<file path="src/rtl/t_ff_mod_counter_pkg.sv">
// Shared counter definitions: direction encodings and a ceiling-log2 helper
// used to check, or derive, a counter width from its modulus.
package t_ff_mod_counter_pkg;

  localparam logic DIR_UP   = 1'b1;
  localparam logic DIR_DOWN = 1'b0;

  // Number of bits needed to hold the values 0..value-1.
  function automatic int clog2_f(input int value);
    int bits_v;
    bits_v = 0;
    for (int v = value - 1; v > 0; v = v >> 1) begin
      bits_v = bits_v + 1;
    end
    return bits_v;
  endfunction

endpackage

</file>
<file path="src/rtl/t_ff_mod_counter_if.sv">
// Control and status bundle of the modulo counter; clk and rst stay outside.
interface t_ff_mod_counter_if #(
  parameter int WIDTH = 4
) ();

  logic             en;
  logic             up_dn;
  logic             load;
  logic [WIDTH-1:0] D;
  logic [WIDTH-1:0] Q;
  logic [WIDTH-1:0] Qn;
  logic             tc;
  logic             wrap;

  modport master (
    output en, up_dn, load, D,
    input  Q, Qn, tc, wrap
  );

  modport slave (
    input  en, up_dn, load, D,
    output Q, Qn, tc, wrap
  );

endinterface

</file>
<file path="src/rtl/t_ff_mod_counter_cell.sv">
// One edge-triggered toggle cell: reset clears, ld loads d, otherwise the
// stored bit flips whenever T is high on the clock edge.
module t_ff_cell (
  input  logic clk,
  input  logic rst,
  input  logic ld,
  input  logic d,
  input  logic T,
  output logic Q,
  output logic Qn
);

  logic q_r;
  logic qn_r;

  // Bit storage with its complement kept as a second flop.
  always_ff @(posedge clk) begin
    if (rst) begin
      q_r  <= 1'b0;
      qn_r <= 1'b1;
    end else if (ld) begin
      q_r  <= d;
      qn_r <= ~d;
    end else begin
      q_r  <= q_r ^ T;
      qn_r <= ~(q_r ^ T);
    end
  end

  assign Q  = q_r;
  assign Qn = qn_r;

endmodule

</file>
<file path="src/rtl/t_ff_mod_counter.sv">
// Modulo up/down counter built from toggle cells; provides a combinational
// cascade terminal count and a registered one-cycle wrap pulse.
module t_ff_mod_counter
  import t_ff_mod_counter_pkg::*;
#(
  parameter int WIDTH = 4,
  parameter int MOD   = 10
) (
  input  logic                 clk,
  input  logic                 rst,
  t_ff_mod_counter_if.slave    bus
);

  if ((MOD < 2) || (clog2_f(MOD) > WIDTH)) begin : g_bad_mod
    $error("t_ff_mod_counter: MOD must satisfy 2 <= MOD <= 2**WIDTH");
  end

  localparam logic [WIDTH-1:0] MOD_MAX = WIDTH'(MOD - 1);
  localparam logic [WIDTH-1:0] ZERO    = {WIDTH{1'b0}};
  localparam logic [WIDTH-1:0] ONE     = WIDTH'(1);

  logic [WIDTH-1:0] q_s;
  logic [WIDTH-1:0] qn_s;
  logic [WIDTH-1:0] q_next_s;
  logic [WIDTH-1:0] t_s;
  logic [WIDTH-1:0] load_val_s;
  logic             at_max_s;
  logic             at_zero_s;
  logic             tc_s;
  logic             wrap_r;

  // Next count, clamped load value, terminal count and toggle vector.
  always_comb begin
    at_max_s   = (q_s == MOD_MAX);
    at_zero_s  = (q_s == ZERO);
    tc_s       = bus.en & (((bus.up_dn == DIR_UP) & at_max_s) |
                           ((bus.up_dn == DIR_DOWN) & at_zero_s));
    load_val_s = (bus.D > MOD_MAX) ? MOD_MAX : bus.D;
    q_next_s   = q_s;
    if (bus.load) begin
      q_next_s = load_val_s;
    end else if (bus.en) begin
      if (bus.up_dn == DIR_UP) begin
        q_next_s = at_max_s ? ZERO : (q_s + ONE);
      end else begin
        q_next_s = at_zero_s ? MOD_MAX : (q_s - ONE);
      end
    end else begin
      q_next_s = q_s;
    end
    // The cells take the load path themselves, so T only matters when counting.
    t_s = q_next_s ^ q_s;
  end

  for (genvar i = 0; i < WIDTH; i++) begin : g_cell
    t_ff_cell u_cell (
      .clk (clk),
      .rst (rst),
      .ld  (bus.load),
      .d   (load_val_s[i]),
      .T   (t_s[i]),
      .Q   (q_s[i]),
      .Qn  (qn_s[i])
    );
  end

  // Wrap pulse: set after an edge that stepped across the modulus boundary.
  always_ff @(posedge clk) begin
    if (rst) begin
      wrap_r <= 1'b0;
    end else if (bus.load) begin
      wrap_r <= 1'b0;
    end else begin
      wrap_r <= tc_s;
    end
  end

  assign bus.Q    = q_s;
  assign bus.Qn   = qn_s;
  assign bus.tc   = tc_s;
  assign bus.wrap = wrap_r;

endmodule

</file>
<file path="src/flat_wrapper.sv">
// flat-port wrapper written by rule: the top's interface ports become plain ports
module t_ff_mod_counter_flat import t_ff_mod_counter_pkg::*;
#(
  parameter int WIDTH = 4,
  parameter int MOD   = 10
)
  (clk, rst, bus_en, bus_up_dn, bus_load, bus_D, bus_Q, bus_Qn, bus_tc, bus_wrap);
  t_ff_mod_counter_if #(.WIDTH(WIDTH)) bus_i ();
  input  logic clk;
  input  logic rst;
  input wire logic [$bits(bus_i.en)-1:0] bus_en;
  input wire logic [$bits(bus_i.up_dn)-1:0] bus_up_dn;
  input wire logic [$bits(bus_i.load)-1:0] bus_load;
  input wire logic [$bits(bus_i.D)-1:0] bus_D;
  output wire logic [$bits(bus_i.Q)-1:0] bus_Q;
  output wire logic [$bits(bus_i.Qn)-1:0] bus_Qn;
  output wire logic [$bits(bus_i.tc)-1:0] bus_tc;
  output wire logic [$bits(bus_i.wrap)-1:0] bus_wrap;
  assign bus_i.en = bus_en;
  assign bus_i.up_dn = bus_up_dn;
  assign bus_i.load = bus_load;
  assign bus_i.D = bus_D;
  assign bus_Q = bus_i.Q;
  assign bus_Qn = bus_i.Qn;
  assign bus_tc = bus_i.tc;
  assign bus_wrap = bus_i.wrap;
  t_ff_mod_counter #(.WIDTH(WIDTH), .MOD(MOD)) u_core (.clk(clk), .rst(rst), .bus(bus_i));
endmodule
</file>
<file path="config.mk">
export PLATFORM = sky130hd
export DESIGN_NAME = t_ff_mod_counter_flat
export DESIGN_NICKNAME = d
export VERILOG_FILES = /design/src/rtl/t_ff_mod_counter_pkg.sv /design/src/rtl/t_ff_mod_counter_if.sv /design/src/rtl/t_ff_mod_counter_cell.sv /design/src/rtl/t_ff_mod_counter.sv /design/src/flat_wrapper.sv
export SDC_FILE = /design/constraint.sdc
export NUM_CORES = 1
export LEC_CHECK = 0
export ABC_AREA = 1
export CAP_MARGIN = 20
export CORE_MARGIN = 8
export CORE_UTILIZATION = 30
export CTS_CLUSTER_DIAMETER = 100
export DETAILED_ROUTE_END_ITERATION = 10
export PLACE_DENSITY_LB_ADDON = 0.08
export SETUP_SLACK_MARGIN = 0.15
export SYNTH_ARGS = -nofsm -noshare
export SYNTH_HDL_FRONTEND = slang
export SYNTH_SLANG_ARGS = --single-unit
</file>
<file path="constraint.sdc">
create_clock -name clk -period 1.88 [get_ports clk]
set_input_delay 0.282 -clock clk [delete_from_list [all_inputs] [get_ports clk]]
set_output_delay 0.282 -clock clk [all_outputs]
set_load 0.005 [all_outputs]
</file>
# After elaboration in Yosys (flattened, before gate mapping)
# Cells that the tools add are included.
op_classes:
  shifts: 0
  n_reduce_logical: 2
  mul: 0
  addsub: 2
  div: 0
  eq_ne: 1
  muxes: 14
  bitwise_logic: 18
  magnitude_cmp: 1
ops:
  columns: ["operator", "n"]
  rows:
  - ["two-way mux 4 bit", 6]
  - ["NOT 1 bit", 9]
  - ["two-way mux 1 bit", 8]
  - ["adder 4 x 1 -> 4 bit, second input constant", 1]
  - ["== test 4 bit, second input constant", 1]
  - ["greater-than comparator 4 bit, second input constant", 1]
  - ["logical NOT 4 bit", 1]
  - ["subtractor 4 x 1 -> 4 bit, second input constant", 1]
  - ["bitwise XOR 1 bit", 4]
  - ["bitwise XOR 4 bit", 1]
  - ["bitwise AND 1 bit", 3]
  - ["OR reduction 2 bit", 1]
  - ["OR 1 bit", 1]
word_totals:
  wordCells: 47
  latch_bits: 0
  register_bits: 9
  mem_bits_rw: 0
  output_inout_bits: 10
  mem_count: 0
  input_bits: 9
  rom_bits: 0

# Depth between registers and ports, before layout
# Gate-level depths: netlist of run 1.
depth:
  depth_word: 9
  mapped_depth: 10
  mapped_depth_nobuf: 10

# By module
# Synthesis of run 1 repeated with hierarchy kept, for this count alone.
unflattened:
  hier_cells: 132
  hier_area_um2: 797.0
modules_own_cells:
  columns: ["module", "cells_each", "n_inst", "area_per_inst_um2"]
  rows:
  - ["t_ff_mod_counter", 84, 1, 481.7]
  - ["t_ff_cell", 12, 4, 78.8]

# Worst setup path after synthesis of run 1
# No wires, ideal clock.
synth_timing:
  kind: "flip-flop to flip-flop"
  startpoint: "register u_core.g_cell[0].u_cell.q_r"
  endpoint: "register u_core.g_cell[1].u_cell.qn_r"
  path_slack_ps: 569
  setup_time_ps: 112
  required_ps: 1768
  period_less_slack_ps: 1311
  n_path_buf: 0
  stages_incl_launch_ff: 10
  arrival_time_ps: 1199
  cell_sequence: "dfxtp_1 inv_1 ha_1 inv_1 a21oi_1 o21ai_0 nor2_1 nor2_1 nor2_2 inv_1"
synth_via:
  elab_chain_cells: 9
  elab_cells_between_ends: 13
  cone_classes: "add/sub: 2; eq/ne: 1; mux: 6; bitwise: 3; reduce/logical: 1"
synth_rtl:
  columns: ["element", "line", "rtl"]
  rows:
  - ["start, declared", "t_ff_mod_counter_cell.sv:13", "logic q_r;"]
  - ["start signal, assigned", "t_ff_mod_counter_cell.sv:25", "q_r <= q_r ^ T;"]
  - ["subtractor 4 x 1 -> 4 bit, or another cell as far along", "t_ff_mod_counter.sv:46", "q_next_s = at_zero_s ? MOD_MAX : (q_s - ONE);"]
  - ["two-way mux 4 bit (on tied branches)", "t_ff_mod_counter.sv:46, t_ff_mod_counter.sv:44", null]
  - ["two-way mux 4 bit (*)", "t_ff_mod_counter.sv:43", "if (bus.up_dn == DIR_UP) begin"]
  - ["two-way mux 4 bit (*)", "t_ff_mod_counter.sv:42", "end else if (bus.en) begin"]
  - ["two-way mux 4 bit (*)", "t_ff_mod_counter.sv:40", "if (bus.load) begin"]
  - ["bitwise XOR 4 bit (*)", "t_ff_mod_counter.sv:52", "t_s = q_next_s ^ q_s;"]
  - ["bitwise XOR 1 bit (*)", "t_ff_mod_counter_cell.sv:26", "qn_r <= ~(q_r ^ T);"]
  - ["NOT 1 bit (*)", "t_ff_mod_counter_cell.sv:26", null]
  - ["two-way mux 1 bit (*)", "t_ff_mod_counter_cell.sv:21", "end else if (ld) begin"]
  - ["end signal, assigned", "t_ff_mod_counter_cell.sv:23", "qn_r <= ~d;"]
  - ["end signal, assigned", "t_ff_mod_counter_cell.sv:26", null]
  - ["end, declared", "t_ff_mod_counter_cell.sv:14", "logic qn_r;"]
# Every way passes the cells marked *; elsewhere a longest branch is shown, timed or not.
# A chain may end at the register's enable or synchronous reset.

# Final worst setup path of run 1
# Same ends and word-level chain as after synthesis.

==> results of run 1 <==
-- final cells by class --
cell class,count,area [µm²],share of cell area (%)
clock buffer,4,26.28,2.706
tap,27,33.78,3.479
multi-input combinational,57,320.3,32.99
sequential,9,185.2,19.07
inverter,13,53.80,5.541
timing repair buffer,38,351.6,36.21
-- timing repair --
action | in CTS | in global routing
endpoints found under the setup margin | 1 | 3
hold endpoints to repair | 0 | 0
setup buffers | 6 | 5
pin swaps | 2 | 6
gates resized for setup | 9 | 11
hold buffers | 0 | 0
-- cells by family after synthesis --
family,after synthesis,synth area share (%)
xor gates and xnor gates,1,1.471
adders and majority gates,3,6.303
and+or+nand+nor,40,30.88
AOI/OAI and AO/OA,13,10.92
DFF,9,30.25
buffers and inverters,22,20.17
-- power by group through the flow --
stage | sequential [W] | combinational [W] | clock (W)
after floorplan | 0.000218 | 0.0000952 | 0
after global placement | 0.000218 | 0.000163 | 0
after detailed placement | 0.000219 | 0.000163 | 0
after CTS | 0.000215 | 0.000187 | 0.000150
after global routing | 0.000217 | 0.000241 | 0.000163
final | 0.000216 | 0.000218 | 0.000145
-- final timing paths --
kind,startpoint,end,slack [ns],cells past startpoint
max,u_core.g_cell[0].u_cell.Q$_SDFF_PP0_,u_core.g_cell[1].u_cell.Qn$_SDFF_PP1_,0.11,14
max reg2reg,u_core.g_cell[0].u_cell.Q$_SDFF_PP0_,u_core.g_cell[1].u_cell.Qn$_SDFF_PP1_,0.11,14
min reg2reg,u_core.g_cell[3].u_cell.Q$_SDFF_PP0_,u_core.g_cell[3].u_cell.Qn$_SDFF_PP1_,0.77,4
min,rst,u_core.bus.wrap$_SDFF_PP0_,0.68,2
-- routing by layer --
| metal | part of all wire (%) | wire length, µm | global-route usage, % | vias up |
|---|---|---|---|---|
| li1 | - | - | - | 336 |
| met1 | 43 | 676 | 10.46 | 272 |
| met2 | 49 | 764 | 13.72 | 24 |
| met3 | 8.3 | 130 | 3.602 | 0 |
| met4 | 0 | 0 | 1.993 | 0 |
| met5 | 0 | 0 | 0 | - |
-- registers in the layout, indices dropped and copies added, names as in the netlist --
name,cells
u_core.g_cell.u_cell.Qn,4
u_core.g_cell.u_cell.Q,4
u_core.bus.wrap,1
-- metrics by stage --
step	hold WS [ns]	cells	setup TNS, ns
6_report	0.6763	148	0
5_1_grt	0.7083	148	-0.01520
4_1_cts	0.6723	143	0
3_5_place_dp	0.7390	133	-0.01933
3_3_place_gp	0.7569	133	0
2_1_floorplan	0.3588	88	0
-- placed cells by master (no fill, tap or decap), types with 2 or more instances in the layout --
master,netlist,routed
nand4_1,2,2
nor2_2,2,3
inv_4,0,2
clkbuf_4,0,3
nand2_2,2,2
nand3_1,5,5
clkdlybuf4s50_1,0,17
nand2_1,19,19
a21oi_1,9,9
buf_6,1,6
inv_1,11,9
buf_4,8,14
inv_2,2,2
o21ai_0,3,3
dfxtp_1,9,7
nor2_1,6,4
-- worst max-delay path, stage by stage, from the launching register on --
cell,delay [ns]
dfxtp_4,0.37
inv_4,0.04
ha_4,0.16
nand3b_1,0.10
nand2_1,0.10
buf_6,0.12
buf_6,0.10
buf_6,0.10
buf_6,0.10
buf_6,0.10
buf_6,0.10
nor2_4,0.07
nor2_2,0.05
nor2_2,0.11
inv_1,0.04
==> results.md, run 1 <==
- Die area: 3667 µm²
- Yosys top cell area share: 30.25%
- Yosys top cell by area: dfxtp_1
- Worst Hold Class: in2reg
- Count leader, synth: nand2_1
- Core area: 1922 µm²
- Internal power: 0.0004132 W
- Slew margin rel.: 74.02%
- Drt drc: 0
- Sequential group share of total power: 37.3%
- DRT iter0 DRCs: 12
- Count of input and output buffers: 18
- CTS buffer count: 3
- Die span in y: 60.56 µm
- Synth unique cells: 20
- CTS sink cnt: 9
- Async S/R FF share, synth: 0%
- WP data arrival: 1.93 ns
- First-pass GRT wire length: 2387 µm
- Final HPWL DP: 1173 µm
- # IOs: 19
- Pins Over Slew Limit: 0
- Total net switching power: 0.0001654 W
- Final Setup Violations: 0
- Post-route ant nets: 0
- First drt pass iteration count: 4
- Ys flop type: dfxtp_1
- Drt wl/cell: 10.61 µm
- Unrepaired setup endpoints after global routing: yes
- Crit Path Class: reg2reg
- All-Layer GR Usage: 8.602%
- #FFs+latches synth: 9
- Fmax: 0.5638 GHz
- Final Power: 0.0005786 W
- Total congestion overflow: 0
- Clk root buf: clkbuf_4
- Drt via density: 4.270
- Startpoint types: register
- Placed inst area: 805.8 µm²
- Layout cells sized above 1: 32.23%
- Syn Inst Count: 88
- Number of global-route vias before repair: 570
- Largest net degree at the start of global routing: 9
- Routed WL: 1571 µm
- Antenna violations before repair: 0
- Worst-Margin Slew: 0.3856 ns
- Leakage: 0.4735 nW
- Max Root-Sink Buffers: 2
- Final Cell Area: 970.9 µm²
- Final GP Congestion: 0.8139
- Seq/Total Area, Yosys: 30.25%
- VDD IR max: 0.0004333 V
- Number of synthesized flops with an enable pin: 0
- Top cells by count, synth: nand2_1 (19), inv_1 (11), a21oi_1 (9), dfxtp_1 (9), buf_4 (8)
- Clock power share: 25.1%
- Pwr Density: 595.9 nW/µm²
- Final period util: 94.34%
- Ys Warns: 0
- Max cap viols: 0
- CTS tree: done
- Total number of vias: 632
- Area grow syn2layout: 63.03%
- DIE WIDTH: 60.56 µm
- Final Util: 50.52%
- Num rows: 16
- Fillcell total: 212
- Crit-path max FO: 4
- Setup WS post-layout: 0.1063 ns
- Outcome: finished, final reports clean
- CP required: 2.04 ns
- Pre-CTS setup slack: -0.01933 ns
- Comb pwr share: 37.6%
- Worst-path clk slew: 0.06 ns
- Syn Nets: 100
- Hold Fails Final Rpt: 0
- Number of diodes: 0
- Sw Ratio: 28.58%
- Tmin final: 1.774 ns
- CP endpoint kind: register
- Clock Skews: 0.001540 ns
- Syn Area/Cell: 6.768 µm²
- Clk_lat worst skew: 0.26 ns
- H-tree depth: 1
- Starting density of the core: 30.99%
- Post-synth design cell area: 595.6 µm²
- Top cells by area, synth: dfxtp_1 (30%), nand2_1 (12%), buf_4 (10%)
- Final net count: 134
No activity file was read; power rests on OpenSTA's default activity.
==> inputs of run 2 (changes only) <==
- HOLD_SLACK_MARGIN: default -> 0.15
- PLACE_DENSITY_LB_ADDON: 0.08 -> default
==> run 2 against run 1 <==
Net effect:
- clock-buffer cell count unchanged
- cell count is 5.4% lower
- worst setup slack improved by 0.10 ns
- clock power about the same
- die area unchanged
- global-route usage fell by 0.82 points
- critical endpoint is now bus_tc
- largest power group is now sequential cells
==> results.md, run 2 (synthesized netlist as in run 1, its figures left out) <==
- Final net count: 126
- First drt pass iteration count: 4
- # IOs: 19
- Pwr Density: 608.4 nW/µm²
- Total congestion overflow: 0
- Max cap viols: 0
- Setup crit start: u_core.g_cell[1].u_cell.Q$_SDFF_PP0_
- Most frequent cells in the layout: nand2_1 (18), clkdlybuf4s50_1 (16), buf_4 (12), inv_1 (9), a21oi_1 (9)
- Setup WS post-layout: 0.2084 ns
- Worst-path clk slew: 0.05 ns
- Drt drc: 0
- Worst R2R End: u_core.g_cell[0].u_cell.Q$_SDFF_PP0_
- Number of global-route vias before repair: 525
- Final period util: 88.92%
- Num rows: 16
- Post-route ant nets: 0
- Core area: 1922 µm²
- Die area: 3667 µm²
- Worst Hold Class: in2reg
- Final Power: 0.0005290 W
- Tmin final: 1.672 ns
- DRT iter0 DRCs: 18
- Drt wl/cell: 9.871 µm
- Starting density of the core: 30.99%
- Count of input and output buffers: 18
- VDD IR max: 0.0005123 V
- CTS tree: done
- Crit Path Class: reg2out
- Path depth of the worst reg2reg path: 11
- Clock Skews: 0.004268 ns
- Outcome: finished, final reports clean
- Pre-CTS setup slack: -0.09259 ns
- DIE WIDTH: 60.56 µm
- Hold Fails Final Rpt: 0
- Area grow syn2layout: 46.01%
- Fillcell total: 210
- R2R Path Start: u_core.g_cell[1].u_cell.Q$_SDFF_PP0_
- Antenna violations before repair: 0
- CTS buffer count: 3
- CTS hold repair buffers: 0
- CP required: 1.60 ns
- CP endpoint kind: output port
- Max Root-Sink Buffers: 2
- Die span in y: 60.56 µm
- Reg-to-reg slack, setup: 0.51 ns
- Pins Over Slew Limit: 0
- Startpoint types: register
- Commonest non-fill, non-tap cell in the layout: nand2_1
- Number of diodes: 0
- Unrepaired setup endpoints after global routing: no
- Final GP Congestion: 0.8028
- Worst setup path end: bus_tc
- First-pass GRT wire length: 2152 µm
- HP Start: bus_en
- All-Layer GR Usage: 7.782%
- Slew margin rel.: 85.55%
- Crit-path max FO: 3
- CTS sink cnt: 9
- H-tree depth: 1
- Leakage: 0.4274 nW
- Routed WL: 1382 µm
- Fmax: 0.5982 GHz
- Worst-Margin Slew: 0.2161 ns
- Clk root buf: clkbuf_4
- WP data arrival: 1.39 ns
- Largest net degree at the start of global routing: 9
- Clk_lat worst skew: 0.26 ns
- Final HPWL DP: 1101 µm
- Layout cells sized above 1: 25.66%
- Drt via density: 4.207
- Total number of vias: 589
- Final Setup Violations: 0
run 2: changes by cell type in the layout (fill, tap and decap cells not counted), sizes merged:
| cell | change |
|---|---|
| dlygate4sd2 | +1 |
| clkdlybuf4s50 | -1 |
| buf | -8 |
run 2: worst min path at each step:
| stage | endpoint | slack (ns) | cells past startpoint |
|---|---|---|---|
| floorplan | u_core.bus.wrap$_SDFF_PP0_ | 0.36 | 1 |
| global placement | u_core.g_cell[1].u_cell.Q$_SDFF_PP0_ | 0.71 | 4 |
| detailed placement | u_core.g_cell[1].u_cell.Q$_SDFF_PP0_ | 0.72 | 4 |
| CTS | u_core.bus.wrap$_SDFF_PP0_ | 0.66 | 5 |
| global route | u_core.bus.wrap$_SDFF_PP0_ | 0.68 | 3 |
| finish | u_core.bus.wrap$_SDFF_PP0_ | 0.66 | 3 |
run 2: metrics by stage:
step / hold slack (ns) / setup TNS (ns) / utilization [%] / cells / cell area [µm²]
3_3_place_gp: 0.7145 / -0.09062 / 41.54 / 132 / 798.3
5_1_grt: 0.6807 / 0 / 45.25 / 140 / 869.6
2_1_floorplan: 0.3588 / 0 / - / 88 / 595.6
6_report: 0.6574 / 0 / 45.25 / 140 / 869.6
4_1_cts: 0.6590 / 0 / 44.27 / 138 / 850.8
3_5_place_dp: 0.7193 / -0.09259 / 41.54 / 132 / 798.3
run 2: per-layer routing:
layer | global-route usage, % | share of wire, %
met5 | 0 | 0
met4 | 2.990 | 1.3
met3 | 3.602 | 6.7
met2 | 11.89 | 44
met1 | 9.244 | 48
run 2: cell type report:
cell class / count / area [µm²] / share of cell area [%]
multi-input cells: 57 / 310.3 / 35.68
flip-flops and latches: 9 / 182.7 / 21.01
inverters: 13 / 48.80 / 5.612
well taps: 27 / 33.78 / 3.885
repair buffers: 30 / 267.8 / 30.79
clock buffers: 4 / 26.28 / 3.022
run 2: what timing repair did:
item                       in CTS  in global routing
setup buffers                   2                  2
setup endpoints to repair       1                  1
pin swaps                       3                  1
resized for setup               7                  2
run 2: critical path: stages (launching register included):
cell and delay [ns]:
dfxtp_2 0.33, inv_2 0.06, ha_1 0.19, nand4_1 0.09
nand2_1 0.10, nand2_2 0.07, inv_1 0.04, dlygate4sd2_1 0.25
run 2: report_power, final:
part | internal [W] | leakage (nW) | switching (W)
Sequential | 0.000206 | 0.0753 | 0.00000802
Combinational | 0.0000934 | 0.337 | 0.0000783
Clock | 0.0000814 | 0.0150 | 0.0000620
